$ cat config.mk
export PLATFORM = sky130hd
export DESIGN_NAME = hazard_control_unit
export DESIGN_NICKNAME = d
export VERILOG_FILES = /design/src/rtl/hazard_pkg.sv /design/src/rtl/hazard_perf_counter.sv /design/src/rtl/hazard_control_unit.sv
export SDC_FILE = /design/constraint.sdc
export NUM_CORES = 1
export LEC_CHECK = 0
export ABC_AREA = 1
export CAP_MARGIN = 20
export CORE_MARGIN = 3
export CORE_UTILIZATION = 30
export CTS_CLUSTER_SIZE = 12
export DETAILED_ROUTE_END_ITERATION = 8
export PLACE_DENSITY_LB_ADDON = 0.05
export SLEW_MARGIN = 10
export SYNTH_ARGS = -nofsm -noshare
export SYNTH_HDL_FRONTEND = slang
export SYNTH_HIERARCHICAL = 1
export SYNTH_SLANG_ARGS = --single-unit
$ cat constraint.sdc
create_clock -name clk -period 2.8 [get_ports clk]
set_clock_uncertainty 0.05 [all_clocks]
set_input_delay 0.56 -clock clk [delete_from_list [all_inputs] [get_ports clk]]
set_output_delay 0.56 -clock clk [all_outputs]
set_load 0.005 [all_outputs]
$ cat src/rtl/hazard_pkg.sv
// Shared types and constants for the hazard/control block.
package hazard_pkg;

  // Control FSM: normal issue, halt drain, terminal halt.
  typedef enum logic [1:0] {
    RUN    = 2'd0,
    DRAIN  = 2'd1,
    HALTED = 2'd2
  } hz_state_e;

  // Cycles from halt acceptance until is_halted (ecall walks EX, MEM, WB).
  localparam int DRAIN_CYCLES_DEF = 3;

  // x0 is hard-wired zero, so a load targeting it never creates a hazard.
  localparam logic [4:0] REG_X0 = 5'd0;

endpackage

$ cat src/rtl/hazard_perf_counter.sv
// Saturating event counter used for hazard statistics.
module hazard_perf_counter #(
  parameter int CNT_W = 32
) (
  input  logic             clk,
  input  logic             reset_n,
  input  logic             inc,
  input  logic             freeze,
  output logic [CNT_W-1:0] count
);

  localparam logic [CNT_W-1:0] CNT_MAX = {CNT_W{1'b1}};
  localparam logic [CNT_W-1:0] CNT_ONE = {{(CNT_W-1){1'b0}}, 1'b1};

  logic [CNT_W-1:0] count_q, count_d;

  // Increment on events unless frozen or already saturated at all-ones.
  always_comb begin
    count_d = count_q;
    if (inc && !freeze && (count_q != CNT_MAX)) begin
      count_d = count_q + CNT_ONE;
    end
  end

  // Counter register, cleared by reset.
  always_ff @(posedge clk or negedge reset_n) begin
    if (!reset_n) count_q <= '0;
    else          count_q <= count_d;
  end

  assign count = count_q;

endmodule

$ cat src/rtl/hazard_control_unit.sv
// Load-use stall, mispredict flush and ecall-halt drain control for the
// 5-stage core. Optional statistics counters are built when HAZARD_STATS_EN
// is defined; otherwise the stall_cnt/flush_cnt ports do not exist.
// Handshake-free block: every output is a per-cycle enable/kill qualifier
// sampled by the pipeline registers on the next rising edge.
module hazard_control_unit
  import hazard_pkg::*;
#(
  parameter int DRAIN_CYCLES = DRAIN_CYCLES_DEF
`ifdef HAZARD_STATS_EN
  , parameter int CNT_W = 32
`endif
) (
  input  logic       clk,
  input  logic       reset_n,
  input  logic [4:0] id_rs1,
  input  logic [4:0] id_rs2,
  input  logic       id_use_rs1,
  input  logic       id_use_rs2,
  input  logic       id_is_ecall,
  input  logic       id_halt_cond,
  input  logic [4:0] id_ex_rd,
  input  logic       id_ex_mem_read,
  input  logic       ex_mispredict,
  output logic       pc_write,
  output logic       if_id_write,
  output logic       if_id_flush,
  output logic       id_ex_bubble,
  output logic       is_halted,
  output logic [1:0] dbg_state
`ifdef HAZARD_STATS_EN
  , output logic [CNT_W-1:0] stall_cnt
  , output logic [CNT_W-1:0] flush_cnt
`endif
);

  localparam int          DW         = $clog2(DRAIN_CYCLES) + 1;
  localparam logic [DW-1:0] DRAIN_INIT = DW'(DRAIN_CYCLES - 1);
  localparam logic [DW-1:0] DRAIN_ONE  = DW'(1);

  hz_state_e     state_q, state_d;
  logic [DW-1:0] drain_q, drain_d;
  logic          load_use;
  logic          halt_req;

  // Load in EX whose result the ID instruction needs this cycle.
  always_comb begin
    load_use = id_ex_mem_read && (id_ex_rd != REG_X0) &&
               ((id_use_rs1 && (id_rs1 == id_ex_rd)) ||
                (id_use_rs2 && (id_rs2 == id_ex_rd)));
  end

  assign halt_req = id_is_ecall && id_halt_cond;

  // State and drain countdown registers.
  always_ff @(posedge clk or negedge reset_n) begin
    if (!reset_n) begin
      state_q <= RUN;
      drain_q <= '0;
    end else begin
      state_q <= state_d;
      drain_q <= drain_d;
    end
  end

  // Next state: halt is accepted only when no higher-priority event is present.
  always_comb begin
    state_d = state_q;
    drain_d = drain_q;
    case (state_q)
      RUN: begin
        if (!ex_mispredict && !load_use && halt_req) begin
          state_d = DRAIN;
          drain_d = DRAIN_INIT;
        end
      end
      DRAIN: begin
        if (drain_q == '0) state_d = HALTED;
        else               drain_d = drain_q - DRAIN_ONE;
      end
      HALTED:  state_d = HALTED;
      default: state_d = RUN;
    endcase
  end

  // Pipeline control outputs; reset forces a safe frozen, bubbling pipe.
  always_comb begin
    pc_write     = 1'b0;
    if_id_write  = 1'b0;
    if_id_flush  = 1'b0;
    id_ex_bubble = 1'b1;
    is_halted    = 1'b0;
    if (reset_n) begin
      case (state_q)
        RUN: begin
          if (ex_mispredict) begin
            pc_write     = 1'b1;
            if_id_write  = 1'b1;
            if_id_flush  = 1'b1;
            id_ex_bubble = 1'b1;
          end else if (load_use) begin
            id_ex_bubble = 1'b1;
          end else if (halt_req) begin
            // ecall moves on to EX; the younger fetch is killed and PC held.
            if_id_write  = 1'b1;
            if_id_flush  = 1'b1;
            id_ex_bubble = 1'b0;
          end else begin
            pc_write     = 1'b1;
            if_id_write  = 1'b1;
            id_ex_bubble = 1'b0;
          end
        end
        HALTED:  is_halted = 1'b1;
        default: ;
      endcase
    end
  end

  assign dbg_state = state_q;

`ifdef HAZARD_STATS_EN
  logic stall_inc, flush_inc, stats_freeze;

  assign stall_inc    = (state_q == RUN) && load_use && !ex_mispredict;
  assign flush_inc    = (state_q == RUN) && ex_mispredict;
  assign stats_freeze = (state_q == HALTED);

  hazard_perf_counter #(.CNT_W(CNT_W)) u_stall_cnt (
    .clk     (clk),
    .reset_n (reset_n),
    .inc     (stall_inc),
    .freeze  (stats_freeze),
    .count   (stall_cnt)
  );

  hazard_perf_counter #(.CNT_W(CNT_W)) u_flush_cnt (
    .clk     (clk),
    .reset_n (reset_n),
    .inc     (flush_inc),
    .freeze  (stats_freeze),
    .count   (flush_cnt)
  );
`endif

endmodule

# ---- After elaboration in Yosys (flattened, before gate mapping)
# Index checks and enable logic that the tools add are counted.
dict set report word_totals {
  register_bits 5
  output_inout_bits 7
  elab_cells 52
}
dict set report op_classes {
  n_mux 26
  addsub 1
  n_eq_ne 7
  n_reduce_logical 16
}
# op count
set op_table {}
lappend op_table {{two-way mux 1 bit} 20}
lappend op_table {{equality test 5 bit} 2}
lappend op_table {{logical AND 1 bit} 7}
lappend op_table {{two-way mux 3 bit} 2}
lappend op_table {{!= test 2 bit, second input constant} 3}
lappend op_table {{case mux 2 bit (3 select lines)} 1}
lappend op_table {{case mux 3 bit (2 select lines)} 1}
lappend op_table {{nonzero test 5 bit} 1}
lappend op_table {{two-way mux 2 bit} 2}
lappend op_table {{zero test 3 bit} 1}
lappend op_table {{AND reduction 3 bit} 1}
lappend op_table {{subtractor 3 x 1 -> 3 bit, second input constant} 1}
lappend op_table {{equality test 2 x 1 -> 1 bit, second input constant} 1}
lappend op_table {{equality test 2 bit, second input constant} 1}
lappend op_table {{zero test 1 bit} 2}
lappend op_table {{zero test 2 bit} 1}
lappend op_table {{AND reduction 2 bit} 1}
lappend op_table {{nonzero test 2 bit} 1}
lappend op_table {{logical OR 1 bit} 1}

# ---- Logic depth before layout (Yosys ltp)
# Gate-level depths: netlist (run 1).
dict set report logic_depth {
  ltp_word 9
  mapped_depth 12
}

# ---- Worst setup path after synthesis (run 1)
# Ideal clock, no wire load.
dict set report synth_path {
  path_kind {input to output}
  startpoint {input id_ex_rd[3]}
  endpoint {output if_id_write}
  required_ns 2.190
  path_buffers 0
  setup_slack_ns 0.922
  cell_stages 9
  arrival_ns 1.268
  cell_sequence {inv_1 > nand2_1 > nand2_1 > nor2_1 > nand3_1 > nand2_1 > nand2_2 > o211ai_1 > inv_1}
}
dict set report synth_between {
  elab_chain_cells 8
  elab_cells_between_ends 12
  cone_classes {eq/ne: 2; mux: 4; reduce/logical: 6}
}
# element line_no
set synth_lines {}
lappend synth_lines {{start: declaration} hazard_control_unit.sv:22} ;# input logic [4:0] id_ex_rd,
lappend synth_lines {{equality test 5 bit, on equally long branches} {hazard_control_unit.sv:49, hazard_control_unit.sv:50}}
lappend synth_lines {{logical AND 1 bit, on equally long branches} {hazard_control_unit.sv:49, hazard_control_unit.sv:50}}
lappend synth_lines {{logical OR 1 bit} hazard_control_unit.sv:49} ;# ((id_use_rs1 && (id_rs1 == id_ex_rd)) ||
lappend synth_lines {{logical AND 1 bit (*)} hazard_control_unit.sv:48} ;# load_use = id_ex_mem_read && (id_ex_rd != REG_X0) &&
lappend synth_lines {{two-way mux 1 bit (*)} hazard_control_unit.sv:101} ;# end else if (load_use) begin
lappend synth_lines {{two-way mux 1 bit (*)} hazard_control_unit.sv:96} ;# if (ex_mispredict) begin
lappend synth_lines {{two-way mux 1 bit (*)} hazard_control_unit.sv:94} ;# case (state_q)
lappend synth_lines {{two-way mux 1 bit (*)} hazard_control_unit.sv:93} ;# if (reset_n) begin
lappend synth_lines {{end: declaration} hazard_control_unit.sv:26} ;# output logic if_id_write,
# Every way passes the cells marked *; elsewhere a longest branch is shown, timed or not.

# ---- Worst setup path after layout (run 1)
dict set report layout_path {
  startpoint {input id_rs2[0]}
  endpoint {output id_ex_bubble}
}
dict set report layout_between {
  elab_chain_cells 8
}
# element line_no
set layout_lines {}
lappend layout_lines {{start: declaration} hazard_control_unit.sv:17} ;# input logic [4:0] id_rs2,
lappend layout_lines {{equality test 5 bit} hazard_control_unit.sv:50} ;# (id_use_rs2 && (id_rs2 == id_ex_rd)));
lappend layout_lines {{logical AND 1 bit} hazard_control_unit.sv:50}
lappend layout_lines {{logical OR 1 bit} hazard_control_unit.sv:49}
lappend layout_lines {{logical AND 1 bit} hazard_control_unit.sv:48}
lappend layout_lines {{two-way mux 1 bit} hazard_control_unit.sv:101}
lappend layout_lines {{two-way mux 1 bit} hazard_control_unit.sv:96}
lappend layout_lines {{two-way mux 1 bit} hazard_control_unit.sv:94}
lappend layout_lines {{two-way mux 1 bit} hazard_control_unit.sv:93}
lappend layout_lines {{end: declaration} hazard_control_unit.sv:28} ;# output logic id_ex_bubble,
# Every way passes these cells.

==> results of run 1 <==
==> sequential cells by signal, indices dropped and copies added (netlist names) <==
signal     flops
drain_q        3
dbg_state      2
==> cell families after synthesis <==
| logic type | count (synthesis) | synth area share |
|---|---|---|
| AO/OA/AOI/OAI | 3 | 0.0278 |
| XOR/XNOR | 1 | 0.0139 |
| adder cells (fa/ha/maj) | 6 | 0.119 |
| buffers and inverters | 24 | 0.143 |
| flip-flops | 5 | 0.199 |
| AND/OR/NAND/NOR | 72 | 0.497 |
==> cell usage after synthesis (all sizes together) <==
cell	n	area share
ha	6	0.12
nand3	8	0.072
inv	24	0.14
nor2	14	0.083
o21ai	2	0.016
nand4	2	0.020
xnor2	1	0.014
nand2	48	0.32
o211ai	1	0.012
dfrtp	5	0.20
==> placed cells by master (no fill, tap or decap), types with 4 or more instances in the layout <==
cell             Yosys  layout
dfrtp_1              5       5
nand3_1              7       7
inv_1               21      19
inv_2                3       5
dlygate4sd2_1        0       4
nand2_1             43      43
clkdlybuf4s50_1      0      20
nor2_1              14      12
ha_1                 6       6
==> path summary, 6_finish.rpt <==
| path | depth (start not counted) | start | to |
|---|---|---|---|
| worst max-delay path | 10 | id_rs2[0] | id_ex_bubble |
| worst min-delay path | 2 | drain_q[1] | drain_q[1] |
| worst max register to register | 7 | drain_q[0] | drain_q[2] |
| worst min register to register | 2 | drain_q[1] | drain_q[1] |
| max in group asynchronous | 2 | reset_n | dbg_state[1] |
| min in group asynchronous | 1 | reset_n | drain_q[0] |
==> metal layers <==
| metal | global-route usage | vias up |
|---|---|---|
| li1 | - | 401 |
| met1 | 0.154 | 302 |
| met2 | 0.197 | 18 |
| met3 | 0.0487 | 0 |
| met4 | 0.0262 | 0 |
| met5 | 0 | - |
==> repair_timing <==
action / 4_1_cts / 5_1_grt
hold endpoints to repair: 0 / 0
resized for setup: 8 / 11
pin swaps: 3 / 9
setup buffers: 1 / 0
setup endpoints to repair: 3 / 4
==> layout make-up <==
type,instances,area [um^2],area share
multi-input cells,82,419,0.427
repair buffers,31,290,0.296
flip-flops and latches,5,125,0.127
inverters,24,90.1,0.0917
well taps,25,31.3,0.0318
clock buffers,4,26.3,0.0268
==> metrics by stage <==
stage	instance area, um^2	instances	setup slack (ns)
floorplan	629	111	0.922
global placement	958	166	-0.141
detailed placement	958	166	-0.190
CTS	983	171	-0.0419
global route	982	171	0.000427
finish	982	171	0.0991
==> critical path, stage by stage <==
cell and delay, ns:
clkdlybuf4s50_1 0.48, inv_1 0.04, nand2_1 0.04, nand2_1 0.04, nor2_1 0.11, nand3_1 0.09
nand2_1 0.08, nand2_2 0.07, nand4_1 0.07, clkdlybuf4s50_1 0.50
==> power by group through the flow <==
stage | Clock (uW) | Combinational [uW] | Sequential (uW)
global placement | 0 | 405 | 137
floorplan | 0 | 262 | 133
global route | 95.0 | 460 | 141
detailed placement | 0 | 409 | 139
finish | 85.7 | 401 | 138
CTS | 89.8 | 408 | 138
==> summary.md, run 1 <==
| Metric | Value |
|---|---|
| Hpwl dp | 1290 um |
| Cell variety after synth | 14 |
| First-pass GRT wire length | 2520 um |
| Area Overhead vs Synth | 56.1% |
| IO Pins | 30 |
| DRC | 0 |
| Met2 WL | 680 um |
| DIE AREA | 2680 um^2 |
| Max Clk Rate | 370 MHz |
| Detail Route Antenna Nets | 0 |
| Diode count | 0 |
| Global Route Usage Sum | 0.123 |
| Reg clk slew, reported paths | 0.05 ns |
| Yosys warns | 6 |
| Wire per inst | 8.78 um |
| Via count | 721 |
| Outcome | complete, no violations |
| Share of layout cells above drive strength 1 | 0.144 |
| Fill count | 197 |
| Post-Syn Nets | 140 |
| Worst min path class | reg -> reg |
| Post-synthesis sequential area ratio | 0.199 |
| Post-DR vias/cell | 4.22 |
| Clk Tree Root Cell | clkbuf_4 |
| CTS tree | yes |
| Max-cap viol count | 0 |
| Leak pwr | 0.000588 uW |
| Crit share post-route | 0.965 |
| Number of global-route vias before repair | 655 |
| Die Height | 51.8 um |
| Crit Path Max Fanout | 3 |
| Flops & latches, synth | 5 |
| Max rail drop VDD | 0.490 mV |
| Crit path DAT | 2.09 ns |
| Endpoint type of the worst setup path | output port |
| WHS | 0.440 ns |
| Final WL | 1500 um |
| Comb pwr share | 0.642 |
| Top sig layer | met3 |
| Nets | 176 |
| Fin. max-slew vios | 0 |
| Avg Cell Area, Syn | 5.67 um^2 |
| Initial antenna violation count | 0 |
| Cell Int Power | 349 uW |
| Final Hold Viols | 0 |
| Min cycle time layout | 2.70 ns |
| Synthesized area | 629 um^2 |
| Seq pwr share | 0.221 |
| Setup TNS | 0 ns |
| Core Util, Final | 0.529 |
| Worst setup path class | in -> out |
| DRT Pass-1 Iters | 3 |
| CORE AREA | 1860 um^2 |
| Setup violators final | 0 |
| Die X-Extent | 51.8 um |
| # clock sinks | 5 |
| Slew margin rel. | 0.653 |
| CTS hold repair buffers | 0 |
| Mapped Cells | 111 |
| Row cnt | 15 |
| Sw power | 276 uW |
| Initial Util | 0.339 |
| Sw Ratio | 0.442 |
| Total power | 624 uW |
| Num CTS Buffers | 3 |
| Part of the power in the clock network | 0.137 |
| Pwr dens | 636 nW/um^2 |
| Skew-Pair Late Insertion Delay | 0.25 ns |
| Total gr overflow | 0 |
| Wire length on met3 | 125 um |
| H-tree lvl count | 1 |
| RSZ-0062 raised after global routing | false |
| Worst EP required | 2.19 ns |
| R2R Setup Slk | 1.12 ns |
| Placer Congestion | 0.733 |
| Met1 wire length | 694 um |
| Port bufs | 29 |
| Nature of the critical path startpoint | input port |
| Worst slew pin tran | 0.516 ns |
| Max clock buf depth | 2 |
| Largest net degree at the start of global routing | 8 |
| Starting DRC count in detailed routing | 14 |
No activity file was read; power rests on OpenSTA's default activity.
==> inputs of run 2 (changes only) <==
- clock period: 2.8 -> 2.96 ns (I/O delays scaled with it)
==> run 2 against run 1 <==
Against the previous run: final area up 1.0%; combinational power down 6.2%; hold slack worse by 0.0076 ns; global-route usage up 0.48 points; non-clock buffer count down 1; register-to-register slack better by 0.18 ns; sequential share of layout area down 0.13 points; routed wire length up 1.2%; utilization up 0.54 points; critical endpoint is now if_id_write; largest power group unchanged.
==> summary.md, run 2 (synthesis gave the netlist of run 1 again) <==
| Metric | Value |
|---|---|
| Outcome | complete, no violations (unchanged) |
| Initial antenna violation count | 0 (unchanged) |
| Max stage delay on crit path | 0.49 ns (was 0.50 ns) |
| Largest Register | drain_q (unchanged) |
| Slowest CP cell | clkdlybuf4s50_1 (unchanged) |
| R2R Setup Slk | 1.30 ns (was 1.12 ns) |
| H-tree lvl count | 1 (unchanged) |
| Met3 GRT Util | 0.0544 (was 0.0487) |
| Crit path DAT | 2.13 ns (was 2.09 ns) |
| Port bufs | 29 (unchanged) |
| Total gr overflow | 0 (unchanged) |
| Fin. max-slew vios | 0 (unchanged) |
| Commonest non-fill, non-tap cell in the layout | nand2_1 (unchanged) |
| Max Clk Rate | 361 MHz |
| Starting DRC count in detailed routing | 12 (was 14) |
| Crit Path Max Fanout | 4 (was 3) |
| Area Overhead vs Synth | 57.7% (was 56.1%) |
| DIE AREA | 2680 um^2 (unchanged) |
| DRC | 0 (unchanged) |
| Worst setup path class | in -> out (unchanged) |
| RSZ-0062 raised after global routing | false (unchanged) |
| Global Route Usage Sum | 0.127 (was 0.123) |
| Post-place setup slack | -0.101 ns (was -0.190 ns) |
| Leak pwr | 0.000598 uW (was 0.000588 uW) |
| Placer Congestion | 0.733 (unchanged) |
| Share of layout cells above drive strength 1 | 0.117 (was 0.144) |
| Max clock buf depth | 2 (unchanged) |
| Worst EP required | 2.32 ns (was 2.19 ns) |
| Die X-Extent | 51.8 um (unchanged) |
| Largest net degree at the start of global routing | 8 (unchanged) |
| GRT met1 Usage | 0.156 (was 0.154) |
| Num CTS Buffers | 3 (unchanged) |
| Met2 Use GR | 0.208 (was 0.197) |
| Detail Route Antenna Nets | 0 (unchanged) |
| Reg clk slew, reported paths | 0.05 ns (about the same) |
| Initial Util | 0.339 (unchanged) |
| Skew-Pair Late Insertion Delay | 0.25 ns (about the same) |
| Crit share post-route | 0.935 |
| Diode count | 0 (unchanged) |
| Most frequent CP cell | nand2_1 (unchanged) |
| Nets | 175 (was 176) |
| Critical-path cell list | clkdlybuf4s50_1, inv_2, nand2_1, nand2_1, nor2_1, nand3_1, nand2_1, nand2_2, o211ai_1, inv_1, dlygate4sd2_1 (was clkdlybuf4s50_1, inv_1, nand2_1, nand2_1, nor2_1, nand3_1, nand2_1, nand2_2, nand4_1, clkdlybuf4s50_1) |
| Nature of the critical path startpoint | input port (unchanged) |
| Pwr dens | 593 nW/um^2 (was 636 nW/um^2) |
| Final Hold Viols | 0 (unchanged) |
| Worst path bufs/invs | 4 (was 3) |
| Die Height | 51.8 um (unchanged) |
| Final WL | 1520 um (was 1500 um) |
| Row cnt | 15 (unchanged) |
| Commonest cells after routing, fill and taps aside | nand2_1, clkdlybuf4s50_1, inv_1 (unchanged) |
| Max-cap viol count | 0 (unchanged) |
| Endpoint type of the worst setup path | output port (unchanged) |
| Via count | 698 (was 721) |
| Setup violators final | 0 (unchanged) |
| Busiest layer in global routing | met2 (unchanged) |
| Hpwl dp | 1280 um (was 1290 um) |
| Max rail drop VDD | 0.459 mV (was 0.490 mV) |
| CTS hold repair buffers | 0 (unchanged) |
| First-pass GRT wire length | 2620 um (was 2520 um) |
| Min cycle time layout | 2.77 ns |
| Setup TNS | 0 ns (unchanged) |
| Number of global-route vias before repair | 660 (was 655) |
| CTS tree | yes (unchanged) |
| Clk Tree Root Cell | clkbuf_4 (unchanged) |
| DRT Pass-1 Iters | 4 (was 3) |
| Slew margin rel. | 0.670 (was 0.653) |
| Worst slew pin tran | 0.490 ns (was 0.516 ns) |
| Number of flip-flops in the largest register | 3 (unchanged) |
| Core Util, Final | 0.534 (was 0.529) |
| CORE AREA | 1860 um^2 (unchanged) |
| # clock sinks | 5 (unchanged) |
| Worst min path class | reg -> reg (unchanged) |
| Post-DR vias/cell | 4.11 (was 4.22) |
| Wire per inst | 8.94 um (was 8.78 um) |
| CP top delay family | buffers and inverters (unchanged) |
| Setup ws final | 0.192 ns (was 0.0991 ns) |
| IO Pins | 30 (unchanged) |
run 2: cell types whose count changed in the layout (fill, tap and decap cells not counted), sizes merged:
cell / previous run / this run
clkbuf: 7 / 4
buf: 2 / 1
dlymetal6s2s: 2 / 3
clkdlybuf4s50: 20 / 22
run 2: stage by stage:
| step | cell area (um^2) | power [uW] | hold WS [ns] | cells |
|---|---|---|---|---|
| floorplan | 629 | 373 | 0.246 | 111 |
| global placement | 958 | 513 | 0.418 | 166 |
| detailed placement | 958 | 518 | 0.420 | 166 |
| CTS | 987 | 602 | 0.432 | 171 |
| global route | 992 | 659 | 0.469 | 170 |
| finish | 992 | 588 | 0.433 | 170 |
run 2: cell type report:
type,count,area [um^2]
tap,25,31.3
sequential,5,125
inverter,24,90.1
multi-input combinational,82,419
clock buffer,4,26.3
timing repair buffer,30,300
fill,180,866
run 2: routing by layer:
metal	up-vias	part of all wire
li1	397	-
met1	283	0.47
met2	18	0.44
met3	0	0.087
met4	0	0
met5	-	0
run 2: worst paths after layout:
| check | from | to | cells after the start |
|---|---|---|---|
| max | id_ex_rd[2] | if_id_write | 11 |
| min | drain_q[1] | drain_q[1] | 2 |
| max reg2reg | drain_q[0] | drain_q[2] | 7 |
| min reg2reg | drain_q[1] | drain_q[1] | 2 |
| max in group asynchronous | reset_n | dbg_state[1] | 2 |
| min in group asynchronous | reset_n | drain_q[0] | 1 |
run 2: worst register-to-register path, delay by kind of cell, from the launching register on:
family / cells / cell delay (ns)
adder cells (fa/ha/maj): 1 / 0.14
flip-flops: 1 / 0.39
buffers and inverters: 2 / 0.11
AND/OR/NAND/NOR: 3 / 0.45
AO/OA/AOI/OAI: 1 / 0.40
run 2: what timing repair did:
action,4_1_cts,5_1_grt
pin swaps,2,2
hold endpoints to repair,0,0
setup endpoints to repair,3,4
resized for setup,5,6
setup buffers,1,0
run 2: power breakdown:
group | internal, uW | total, uW | switching (uW)
Clock | 51.2 | 82.0 | 30.9
Combinational | 176 | 376 | 200
Sequential | 102 | 130 | 28.2
Total | 329 | 588 | 259
==> inputs of run 3 (changes only) <==
- CORE_UTILIZATION: 30 -> 40
==> run 3 against run 2 <==
Against the previous run: die area decreased by 22%; total power is 3.1% higher; critical path depth did not move; sequential power about the same; largest cell class unchanged.
==> summary.md, run 3 (synthesis gave the netlist of run 1 again) <==
| Metric | Value |
|---|---|
| Detail Route Antenna Nets | 0 (unchanged) |
| Hpwl dp | 1290 um (was 1280 um) |
| Endpoint type of the worst setup path | output port (unchanged) |
| Die X-Extent | 45.7 um (was 51.8 um) |
| Core Util, Final | 0.729 (was 0.534) |
| R2r worst-path depth | 7 (unchanged) |
| Port bufs | 29 (unchanged) |
| Post-place setup slack | -0.0238 ns (was -0.101 ns) |
| Met3 GRT Util | 0.0593 (was 0.0544) |
| Max Clk Rate | 351 MHz (was 361 MHz) |
| Placement Cell Area | 953 um^2 (was 958 um^2) |
| Outcome | complete, no violations (unchanged) |
| Worst r2r src | drain_q[0] (unchanged) |
| Largest Register | drain_q (unchanged) |
| Most frequent CP cell | nand2_1 (unchanged) |
| Starting DRC count in detailed routing | 7 (was 12) |
| Worst min path class | reg -> reg (unchanged) |
| Commonest non-fill, non-tap cell in the layout | nand2_1 (unchanged) |
| H-tree lvl count | 1 (unchanged) |
| Reg clk slew, reported paths | 0.04 ns (was 0.05 ns) |
| R2R Setup Slk | 1.26 ns (was 1.30 ns) |
| Slew margin rel. | 0.656 (was 0.670) |
| Initial Util | 0.455 (was 0.339) |
| Area of the multi-input gates | 414 um^2 (was 419 um^2) |
| Initial antenna violation count | 0 (unchanged) |
| Worst EP required | 2.32 ns (about the same) |
| Setup violators final | 0 (unchanged) |
| Skew-Pair Late Insertion Delay | 0.25 ns (about the same) |
| GRT met1 Usage | 0.210 (was 0.156) |
| Hold path cells | 2 (unchanged) |
| Row cnt | 13 (was 15) |
| Die Height | 45.7 um (was 51.8 um) |
| Fill count | 134 (was 180) |
| Hold Startpoint | drain_q[1] (unchanged) |
| Total gr overflow | 0 (unchanged) |
| Busiest layer in global routing | met2 (unchanged) |
| Max clock buf depth | 2 (unchanged) |
| WHS | 0.423 ns (was 0.433 ns) |
| Setup ws final | 0.109 ns (was 0.192 ns) |
| DIE AREA | 2090 um^2 (was 2680 um^2) |
| Crit Path Max Fanout | 2 (was 4) |
| CORE AREA | 1380 um^2 (was 1860 um^2) |
| Hold Path Sink | drain_q[1] (unchanged) |
| Placer Congestion | 0.751 (was 0.733) |
| Final WL | 1540 um (was 1520 um) |
| Design area | 1010 um^2 (was 992 um^2) |
| FF+latch area | 125 um^2 (unchanged) |
| Area Overhead vs Synth | 60.2% (was 57.7%) |
| Leak pwr | 0.000645 uW (was 0.000598 uW) |
| Number of flip-flops in the largest register | 3 (unchanged) |
| Setup TNS | 0 ns (unchanged) |
| CTS tree | yes (unchanged) |
| Num CTS Buffers | 3 (unchanged) |
| Post-DR vias/cell | 4.61 (was 4.11) |
| Clk Tree Root Cell | clkbuf_4 (unchanged) |
| DRT Pass-1 Iters | 4 (unchanged) |
| Pwr dens | 601 nW/um^2 (was 593 nW/um^2) |
| CTS hold repair buffers | 0 (unchanged) |
| Fin. max-slew vios | 0 (unchanged) |
| Final Hold Viols | 0 (unchanged) |
| Diode count | 0 (unchanged) |
| Nature of the critical path startpoint | input port (unchanged) |
| Min cycle time layout | 2.85 ns (was 2.77 ns) |
| Crit path DAT | 2.21 ns (was 2.13 ns) |
| Critical-path cell list | clkdlybuf4s50_1, inv_1, nand2_1, nand2_1, nor2_1, nand3_1, nand2_1, nand2_2, buf_4, nand4_1, clkdlybuf4s50_1 (was clkdlybuf4s50_1, inv_2, nand2_1, nand2_1, nor2_1, nand3_1, nand2_1, nand2_2, o211ai_1, inv_1, dlygate4sd2_1) |
| Global Route Usage Sum | 0.170 (was 0.127) |
| DRC | 0 (unchanged) |
| Slowest CP cell | clkdlybuf4s50_1 (unchanged) |
| Crit share post-route | 0.963 (was 0.935) |
| Max rail drop VDD | 0.458 mV (was 0.459 mV) |
| Share of layout cells above drive strength 1 | 0.122 (was 0.117) |
| Worst slew pin tran | 0.510 ns (was 0.490 ns) |
| Largest net degree at the start of global routing | 8 (unchanged) |
| First-pass GRT wire length | 2540 um (was 2620 um) |
| Reg2Reg Capture Point | drain_q[1] (was drain_q[2]) |
| Max-cap viol count | 0 (unchanged) |
| Via count | 751 (was 698) |
| Max stage delay on crit path | 0.51 ns (was 0.49 ns) |
| Met2 Use GR | 0.265 (was 0.208) |
| IO Pins | 30 (unchanged) |
| Worst setup path class | in -> out (unchanged) |
| Wire per inst | 9.45 um (was 8.94 um) |
| Commonest cells after routing, fill and taps aside | nand2_1, inv_1, clkdlybuf4s50_1 (was nand2_1, clkdlybuf4s50_1, inv_1) |
| Nets | 178 (was 175) |
| # clock sinks | 5 (unchanged) |
| Number of global-route vias before repair | 653 (was 660) |
[run 3: metrics by stage]
| stage | total power, uW | instances |
|---|---|---|
| floorplan | 373 | 111 |
| global placement | 507 | 157 |
| detailed placement | 525 | 157 |
| CTS | 614 | 163 |
| global route | 678 | 163 |
| finish | 606 | 163 |
[run 3: final cells by class]
cell class,count,share of cell area
Sequential cell,5,0.124
Inverter,24,0.0893
Timing Repair Buffer,33,0.331
Multi-Input combinational cell,82,0.411
Tap cell,15,0.0186
Clock buffer,4,0.0261
[run 3: how the worst max path moves through the flow]
stage | cells past startpoint | endpoint | start
2_1_floorplan | 9 | if_id_write | id_ex_rd[3]
3_3_place_gp | 11 | if_id_write | id_ex_rd[4]
3_5_place_dp | 11 | if_id_flush | id_ex_rd[4]
4_1_cts | 11 | id_ex_bubble | id_ex_rd[3]
5_1_grt | 12 | if_id_write | id_rs1[0]
6_report | 11 | id_ex_bubble | id_rs1[0]
[run 3: what timing repair did]
action / 4_1_cts / 5_1_grt
gates resized for setup: 4 / 10
endpoints found under the hold margin: 0 / 0
pin swaps: 1 / 3
buffers inserted: 2 / 0
endpoints found under the setup margin: 3 / 3
[run 3: power breakdown]
group	leakage [uW]	total (uW)	switching (uW)	internal (uW)
clock	0.0000150	81.0	29.9	51.1
combinational	0.000567	396	211	186
sequential	0.0000631	129	26.8	102
[run 3: critical path, delay by kind of cell]
| kind | cells | cell delay (ns) |
|---|---|---|
| buffers and inverters | 4 | 1.16 |
| and+or+nand+nor | 7 | 0.45 |
[run 3: layer usage]
metal	vias up	wire length, um
li1	402	-
met1	312	687
met2	33	650
met3	4	164
met4	0	37
met5	-	0
